File: config.mk
export PLATFORM = sky130hd
export DESIGN_NAME = audio_mixer_mac
export DESIGN_NICKNAME = d
export VERILOG_FILES = /design/src/rtl/audio_mixer_mac.sv
export SDC_FILE = /design/constraint.sdc
export NUM_CORES = 1
export LEC_CHECK = 0
export CORE_UTILIZATION = 59
export CTS_CLUSTER_DIAMETER = 200
export CTS_CLUSTER_SIZE = 10
export DETAILED_ROUTE_END_ITERATION = 8
export PLACE_DENSITY = 0.82
export RECOVER_POWER = 100
export SYNTH_ARGS = -nofsm -noshare
export SYNTH_HDL_FRONTEND = slang
export SYNTH_SLANG_ARGS = --single-unit
export TNS_END_PERCENT = 20
File: constraint.sdc
create_clock -name clk -period 10.55 [get_ports clk]
set_clock_uncertainty 0.05 [all_clocks]
set_input_delay 1.055 -clock clk [delete_from_list [all_inputs] [get_ports clk]]
set_output_delay 1.055 -clock clk [all_outputs]
set_load 0.005 [all_outputs]
File: src/rtl/audio_mixer_mac.sv
// N-channel stereo mixer: per-channel gain/mute through a time-multiplexed MAC, saturated to OUT_W.
// Optional clip counter ports enabled by defining AUDIO_MIXER_CLIP_COUNT_EN.
module audio_mixer_mac #(
  parameter int NUM_CH    = 4,
  parameter int IN_W      = 16,
  parameter int OUT_W     = 16,
  parameter int GAIN_W    = 8,
  parameter int SIGNED_IN = 0
) (
  input  logic                     clk,
  input  logic                     reset,
  input  logic                     sample_stb_i,
  input  logic [NUM_CH*IN_W-1:0]   ch_l_i,
  input  logic [NUM_CH*IN_W-1:0]   ch_r_i,
  input  logic [NUM_CH*GAIN_W-1:0] gain_i,
  input  logic [NUM_CH-1:0]        mute_i,
`ifdef AUDIO_MIXER_CLIP_COUNT_EN
  input  logic                     clip_count_clr_i,
  output logic [15:0]              clip_count_o,
`endif
  output logic                     busy_o,
  output logic                     valid_o,
  output logic [OUT_W-1:0]         audio_l_o,
  output logic [OUT_W-1:0]         audio_r_o,
  output logic                     clip_l_o,
  output logic                     clip_r_o,
  output logic                     overrun_o
);

  localparam int IDX_W = (NUM_CH > 1) ? $clog2(NUM_CH) : 1;
  localparam int ACC_W = IN_W + GAIN_W + $clog2(NUM_CH) + 1;
  // Compare width always wider than both the accumulator and the clamp limits.
  localparam int CMP_W = ((ACC_W > OUT_W + 1) ? ACC_W : OUT_W + 1) + 1;
  localparam logic [IDX_W-1:0] LAST_IDX = IDX_W'(NUM_CH - 1);
  localparam logic [IDX_W-1:0] ONE_IDX  = IDX_W'(1);

  typedef enum logic [1:0] {
    IDLE = 2'd0,
    ACC  = 2'd1,
    OUT  = 2'd2
  } state_t;

  state_t state, next_state;

  logic [NUM_CH*IN_W-1:0]   snap_l, snap_r;
  logic [NUM_CH*GAIN_W-1:0] snap_g;
  logic [NUM_CH-1:0]        snap_m;
  logic [IDX_W-1:0]         idx;
  logic signed [ACC_W-1:0]  acc_l, acc_r, term_l, term_r;
  logic [OUT_W:0]           res_l, res_r;

  function automatic logic signed [ACC_W-1:0] mac_term(input logic [IN_W-1:0] s,
                                                       input logic [GAIN_W-1:0] g,
                                                       input logic m);
    logic                    ext;
    logic signed [ACC_W-1:0] se, ge;
    if (SIGNED_IN != 0) begin
      ext = s[IN_W-1];
    end else begin
      ext = 1'b0;
    end
    se = {{(ACC_W-IN_W){ext}}, s};
    ge = {{(ACC_W-GAIN_W){1'b0}}, g};
    if (m) begin
      mac_term = '0;
    end else begin
      mac_term = se * ge;
    end
  endfunction

  // Returns {clip, sample}: accumulator scaled back to unity gain and clamped to the output range.
  function automatic logic [OUT_W:0] scale_sat(input logic signed [ACC_W-1:0] acc);
    logic signed [CMP_W-1:0] ext, y, hi, lo;
    ext = {{(CMP_W-ACC_W){acc[ACC_W-1]}}, acc};
    y   = ext >>> (GAIN_W - 1);
    hi  = '0;
    hi[OUT_W-1:0] = '1;
    lo  = '0;
    if (SIGNED_IN != 0) begin
      hi[OUT_W-1] = 1'b0;
      lo = ~hi;
    end else begin
      lo = '0;
    end
    if (y > hi) begin
      scale_sat = {1'b1, hi[OUT_W-1:0]};
    end else if (y < lo) begin
      scale_sat = {1'b1, lo[OUT_W-1:0]};
    end else begin
      scale_sat = {1'b0, y[OUT_W-1:0]};
    end
  endfunction

  // State register.
  always_ff @(posedge clk) begin
    if (reset) begin
      state <= IDLE;
    end else begin
      state <= next_state;
    end
  end

  // Next-state logic.
  always_comb begin
    next_state = state;
    case (state)
      IDLE: begin
        if (sample_stb_i) next_state = ACC;
        else              next_state = IDLE;
      end
      ACC: begin
        if (idx == LAST_IDX) next_state = OUT;
        else                 next_state = ACC;
      end
      OUT:     next_state = IDLE;
      default: next_state = IDLE;
    endcase
  end

  // Current channel products and the saturated results of the finished sums.
  always_comb begin
    term_l = mac_term(snap_l[idx*IN_W +: IN_W], snap_g[idx*GAIN_W +: GAIN_W], snap_m[idx]);
    term_r = mac_term(snap_r[idx*IN_W +: IN_W], snap_g[idx*GAIN_W +: GAIN_W], snap_m[idx]);
    res_l  = scale_sat(acc_l);
    res_r  = scale_sat(acc_r);
  end

  // Snapshot, accumulation and registered outputs.
  always_ff @(posedge clk) begin
    if (reset) begin
      snap_l    <= '0;
      snap_r    <= '0;
      snap_g    <= '0;
      snap_m    <= '0;
      idx       <= '0;
      acc_l     <= '0;
      acc_r     <= '0;
      busy_o    <= 1'b0;
      valid_o   <= 1'b0;
      overrun_o <= 1'b0;
      audio_l_o <= '0;
      audio_r_o <= '0;
      clip_l_o  <= 1'b0;
      clip_r_o  <= 1'b0;
    end else begin
      valid_o   <= 1'b0;
      overrun_o <= sample_stb_i && (state != IDLE);
      busy_o    <= (next_state != IDLE);
      case (state)
        IDLE: begin
          if (sample_stb_i) begin
            snap_l <= ch_l_i;
            snap_r <= ch_r_i;
            snap_g <= gain_i;
            snap_m <= mute_i;
            acc_l  <= '0;
            acc_r  <= '0;
            idx    <= '0;
          end
        end
        ACC: begin
          acc_l <= acc_l + term_l;
          acc_r <= acc_r + term_r;
          idx   <= idx + ONE_IDX;
        end
        OUT: begin
          {clip_l_o, audio_l_o} <= res_l;
          {clip_r_o, audio_r_o} <= res_r;
          valid_o               <= 1'b1;
        end
        default: begin
          idx <= '0;
        end
      endcase
    end
  end

`ifdef AUDIO_MIXER_CLIP_COUNT_EN
  // Saturating count of clipped samples; clear takes priority over an increment.
  always_ff @(posedge clk) begin
    if (reset) begin
      clip_count_o <= 16'h0000;
    end else if (clip_count_clr_i) begin
      clip_count_o <= 16'h0000;
    end else if ((state == OUT) && (res_l[OUT_W] || res_r[OUT_W]) && (clip_count_o != 16'hFFFF)) begin
      clip_count_o <= clip_count_o + 16'h0001;
    end else begin
      clip_count_o <= clip_count_o;
    end
  end
`endif

endmodule

==> metrics.txt, run 1 <==
Post-DP HPWL ~42 mm; CP max stage delay approximately 1.5 ns; CP Launch Type register; Initial Util approximately three fifths; post-synthesis xor/xnor area fraction 3.04%; Root Buffer Master clkbuf_16; Worst-path clk slew approximately 0.060 ns; Place WS 2.29 ns; WP data required 10.98 ns; WL/cell roughly 18 um; VDD IR max 0.0934 mV; 1st-pass router iterations 5; simple logic cell fraction of the synthesized area about a fifth; Setup violations, final 0; Vert. Die Dim between 150 and 200 um; power after layout 2570 uW; post-synthesis adder-cell area fraction between 20% and 30%; share of power burned in registers 41.2%; Post-CTS Resized 0; first-pass GRT wire length just under 90 mm; DRT Wirelength about 55 mm; antenna diode count 0; CTS buffer count 29; setup bufs post-CTS 0; GR Layer Usage met1 approximately 42%; max-capacitance violation count 5; DRT antenna net count 0; GRT Total Usage between 30% and 40%; Slew @ Worst Pin about 4.1 ns; Post-Synthesis Cell Area approximately 0.020 mm^2; clk_lat worst skew between 0.5 and 0.6 ns; vias in the first global route 17,700; Slew Viols, Final 324; Clock Path Buffers 3; period utilization 86.0%; EDFF count, synth 0; DR vias between 15,000 and 20,000; fraction of layout cells with a size suffix above 1 approximately 4%; largest family of logic cells by synthesized area adder cells; Fillers 2,713; Seq/Total Area, Yosys 25.3%; Placed Area ~0.023 mm^2; Compound-Gate Fraction of Synth Area 15.4%; Worst setup EP type register; post-synthesis mux area share 4.54%; CP Max Fanout 32; initial DRC count 1,334; Fmax about 110 MHz; initial antenna violation count 1; Reg area around 0.0052 mm^2; via/cell ratio 5.87; Lkg Pwr around 0.011 uW; setup tns final 0 ns; largest net degree at the start of global routing 100; Worst Path Arrival around 9.5 ns; Top Ports about 200; Nets between 3,000 and 4,000; Die W roughly 190 um; die area about 0.035 mm^2; Worst path slowest cell dfxtp_1; Clk pwr share 34.2%; Reg2Reg Depth 30; Mapped Avg Cell Area about 8 um^2; FF+latch count, synth roughly 260; final hold slack roughly 0.4 ns; Slew Limit Headroom -173%; Cell Int Power between 1500 and 2000 uW; PwrDens roughly 110 mW/mm^2; CORE AREA between 0.03 and 0.04 mm^2; post-synthesis async set-or-reset flop share 0%; clk sink count about 260; met3 Usage GRT under 10%; fin area ~0.023 mm^2; gpl congestion between 0.9 and 1; Remaining DRCs 0; Netlist cell types 64; Syn. warnings 0; hold_buf cts 0; Sw Ratio 31.4%; status finished with violations; Syn-to-layout area delta 14.3%; IO Port Bufs roughly 200; CTS tree built; CTS H-tree depth 1; hold path depth 2; critical path class reg -> reg; P_sw between 800 and 900 uW; slack of the critical path 1.48 ns; RSZ-0062 raised after global routing no; Final min period 9.07 ns; gr ovfl total 0; Synth Flop Type dfxtp_1; # rows 67; busiest grt layer met2; Syn Nets ~3,000; M2 GR Usage between 50% and 60%; multi-input logic area around 0.014 mm^2; failing checks capacitance limit, slew limit; Hold Crit Class reg -> reg; synthesized netlist cell count around 2,500; Hold Violations, Final 0; Comb power frac between 20% and 30%
## kinds of logic after synthesis
kind of cell	after synthesis
fa+ha+maj	307
xor+xnor	71
simple gates	965
mux	65
compound gates	530
flops	259
buf+inv	331
## power by group through the flow
stage          Combinational, uW  Sequential, uW  Clock [uW]
2_1_floorplan                428            1060           0
3_3_place_gp                 601            1080           0
3_5_place_dp                 618            1080           0
4_1_cts                      623            1060         882
5_1_grt                      691            1060         921
6_report                     630            1060         879
## final timing paths
path                                  from    endpoint  slack [ns]
worst max-delay path                idx[0]   acc_r[26]        1.48
worst min-delay path            snap_r[50]  snap_r[50]        0.40
worst max register to register      idx[0]   acc_r[26]        1.48
worst min register to register  snap_r[50]  snap_r[50]        0.40
## Yosys cell counts (6+ instances only)
library cell	n	area share (%)
nor2_1	253	4.6
mux2_2	21	1.2
mux4_2	20	2.2
ha_1	137	8.4
o21ai_1	30	0.73
a21o_1	52	1.9
and3_1	8	0.24
inv_1	196	3.6
nand2b_1	9	0.28
nand3_1	19	0.46
fa_1	170	17
nor2b_1	18	0.55
nor3_1	48	1.2
xnor2_1	33	1.4
o21a_1	14	0.51
o211ai_1	8	0.29
or3_1	9	0.28
a22oi_1	14	0.51
buf_1	21	0.39
buf_2	6	0.15
dfxtp_1	259	25
xor2_1	38	1.6
o21bai_1	9	0.33
nand2_1	451	8.3
clkbuf_1	108	2.0
or2_2	8	0.24
a31oi_1	11	0.34
nand4_1	7	0.21
and2_1	124	3.8
a21oi_1	272	6.7
mux2i_1	22	1.1
o21ai_0	61	1.5
a211oi_1	16	0.59
## worst max-delay path: cells and delay by family, from the launching register on
kind                     cells  cell delay, ns
flip-flops                   1            1.45
multiplexers                 1            0.14
AO/OA/AOI/OAI                9            2.13
XOR/XNOR                     1            0.23
adder cells (fa/ha/maj)      6            2.88
AND/OR/NAND/NOR              9            1.47
buffers and inverters        4            0.64
## per-layer routing
| metal | routed length [um] | part of all wire, % | vias up |
|---|---|---|---|
| met5 | 9 | 0.016 | - |
| met4 | 1550 | 2.8 | 2 |
| met3 | 4360 | 7.9 | 108 |
| met2 | 25600 | 46 | 796 |
| met1 | 23700 | 43 | 8736 |
| li1 | - | - | 8534 |
## cell usage in the layout (no fill, tap or decap), types with 16 or more instances in the layout
cell type        netlist  layout
o21ai_1               30      20
inv_1                196     196
nand3_1               19      18
fa_1                 170     170
a21o_1                52      52
a21oi_1              272     273
mux2_2                21      20
clkdlybuf4s50_1        0     165
nor2_1               253     253
a211oi_1              16      16
mux4_2                20      20
nor2b_1               18      17
and2_1               124     120
nand2_1              451     451
clkbuf_16              0      29
ha_1                 137     137
nor3_1                48      47
buf_4                  0      16
mux2i_1               22      22
dlygate4sd3_1          0      37
o21ai_0               61      73
dfxtp_1              259     258
xor2_1                38      38
xnor2_1               33      33
## per-stage QoR
stage	cells	util [%]
finish	3096	69.1
global placement	3064	67.1
detailed placement	3064	67.1
floorplan	2528	-
CTS	3096	69.3
global route	3096	69.1
## flip-flops by register name (all words and copies together), names as in the netlist, 2 cells and up
name,flops
snap_l,64
acc_l,27
snap_g,32
audio_l_o,16
state,2
snap_m,4
snap_r,64
audio_r_o,16
acc_r,27
idx,2
## area by class of cell
type                            instances  share of cell area (%)
Timing Repair Buffer                  223                    9.23
Tap cell                              448                    2.40
Inverter                              196                    3.14
Clock buffer                           31                    3.13
Clock inverter                          1                  0.0374
Sequential cell                       259                    22.2
Multi-Input combinational cell       1938                    59.9
No activity file was read; power rests on OpenSTA's default activity.
==> run 2, diff against run 1 <==
Settings changed: CORE_UTILIZATION 59 to 35, PLACE_DENSITY 0.82 to unset.
==> metrics.txt, run 2 (synthesis results as in run 1) <==
Lkg Pwr between 0.01 and 0.015 uW; top flop regs snap_l: 64 flops, snap_r: 64 flops, snap_g: 32 flops; WP data required 10.98 ns; Vert. Die Dim 244 um; clk sink count between 200 and 300; setup bufs post-CTS 0; status finished with violations; fin cells 3,414; RSZ-0062 raised after global routing no; setup tns final 0 ns; P_sw between 800 and 900 uW; period utilization around 83%; VDD IR max 0.0899 mV; hold_buf cts 0; Clock Path Buffers 3; Die W roughly 240 um; DRT antenna net count 0; Remaining DRCs 0; Post-DP HPWL ~44 mm; Worst-path clk slew 0.07 ns; Slew @ Worst Pin 3.99 ns; CTS buffer count 29; dpl cells ~3,400; first-pass GRT wire length approximately 90 mm; Final Core Density between 40 and 50%; die area 0.0594 mm^2; critical path class reg -> reg; CTS tree built; Top Ports about 200; max-capacitance violation count 5; gpl congestion about 0.87; Fillers 5,848; CORE AREA just under 0.06 mm^2; Hold Violations, Final 0; most frequent cells in the layout 450 x nand2_1, 273 x a21oi_1, 257 x dfxtp_1; vias in the first global route about 17,000; CP Launch Type register; DRT Wirelength approximately 58 mm; Worst Path Arrival around 9.2 ns; CTS H-tree depth 1; Slew Limit Headroom -166%; GRT Total Usage a little under a fifth; largest net degree at the start of global routing between 90 and 100; Slew Viols, Final 322; antenna diode count 0; via/cell ratio slightly above 5; Setup violations, final 0; Clk pwr share between 30% and 40%; share of power burned in registers around two fifths; initial DRC count about 940; most common cell after layout, fill and taps aside nand2_1; failing checks capacitance limit, slew limit; Nets about 3,100; IO Port Bufs 203; initial antenna violation count 0; fraction of layout cells with a size suffix above 1 a little over 4%; Placed Area roughly 0.023 mm^2; fin area 0.0238 mm^2; Comb power frac about a quarter; PwrDens between 100 and 150 mW/mm^2; CP Max Fanout 50; WL/cell about 17 um; clk_lat worst skew about 0.6 ns; Sw Ratio about a third; gr ovfl total 0; # rows around 90; Hold Crit Class reg -> reg; Root Buffer Master clkbuf_16; Fmax ~110 MHz; Worst setup EP type register; Initial Util between 30% and 40%; Post-CTS Resized 0; Cell Int Power 1760 uW; Syn-to-layout area delta 16.4%; DR vias about 17,000; Final min period just under 9 ns; 1st-pass router iterations 5
==> run 2: layout make-up <==
type / instances / area, um^2 / share of cell area (%)
repair buffers: 224 / 2170 / 9.10
clock inverters: 1 / 20.0 / 0.0840
clock buffers: 31 / 733 / 3.08
well taps: 765 / 957 / 4.02
flip-flops and latches: 259 / 5190 / 21.8
inverters: 196 / 736 / 3.09
multi-input cells: 1938 / 14000 / 58.8
==> run 2: metrics by stage <==
stage | total power (uW) | hold slack (ns) | worst slack, ns
final | 2570 | 0.398 | 1.76
after global routing | 2710 | 0.412 | 1.05
after CTS | 2600 | 0.401 | 2.46
after detailed placement | 1700 | 0.393 | 2.49
after global placement | 1690 | 0.389 | 2.51
after floorplan | 1490 | 0.383 | 3.18
==> run 2: power by group through the flow <==
stage	registers (uW)	clock network, uW	logic (uW)
finish	1060	882	626
floorplan	1060	0	428
global route	1070	941	702
detailed placement	1080	0	623
global placement	1080	0	615
CTS	1060	909	627
==> run 2: final timing paths <==
check	startpoint	end	slack, ns	cells past startpoint
worst max register to register	idx[0]	acc_r[26]	1.76	24
worst min-delay path	snap_r[57]	snap_r[57]	0.40	2
worst min register to register	snap_r[57]	snap_r[57]	0.40	2
worst max-delay path	idx[0]	acc_r[26]	1.76	24
==> run 2: critical path, cell delays in order, from the launching register on <==
cell      delay, ns
dfxtp_4        0.88
clkbuf_1       0.96
mux4_2         0.70
and2_0         0.22
fa_1           0.51
fa_1           0.52
fa_1           0.54
inv_1          0.05
fa_1           0.56
inv_1          0.06
ha_1           0.24
nor3_1         0.24
o21ai_0        0.16
a31oi_1        0.29
xnor2_1        0.16
nor2_1         0.07
ha_1           0.42
nand3_1        0.17
nor2_1         0.13
a21o_1         0.12
a21oi_1        0.07
o21ai_0        0.66
a41oi_1        0.31
or3_1          0.41
a21oi_1        0.14
==> run 2: per-layer routing <==
metal | share of wire (%) | track usage, % | up-vias
met5 | 0 | 0 | -
met4 | 1.8 | 4.12 | 0
met3 | 3.8 | 1.72 | 54
met2 | 46 | 30.8 | 409
met1 | 48 | 27.2 | 8402
li1 | - | - | 8546
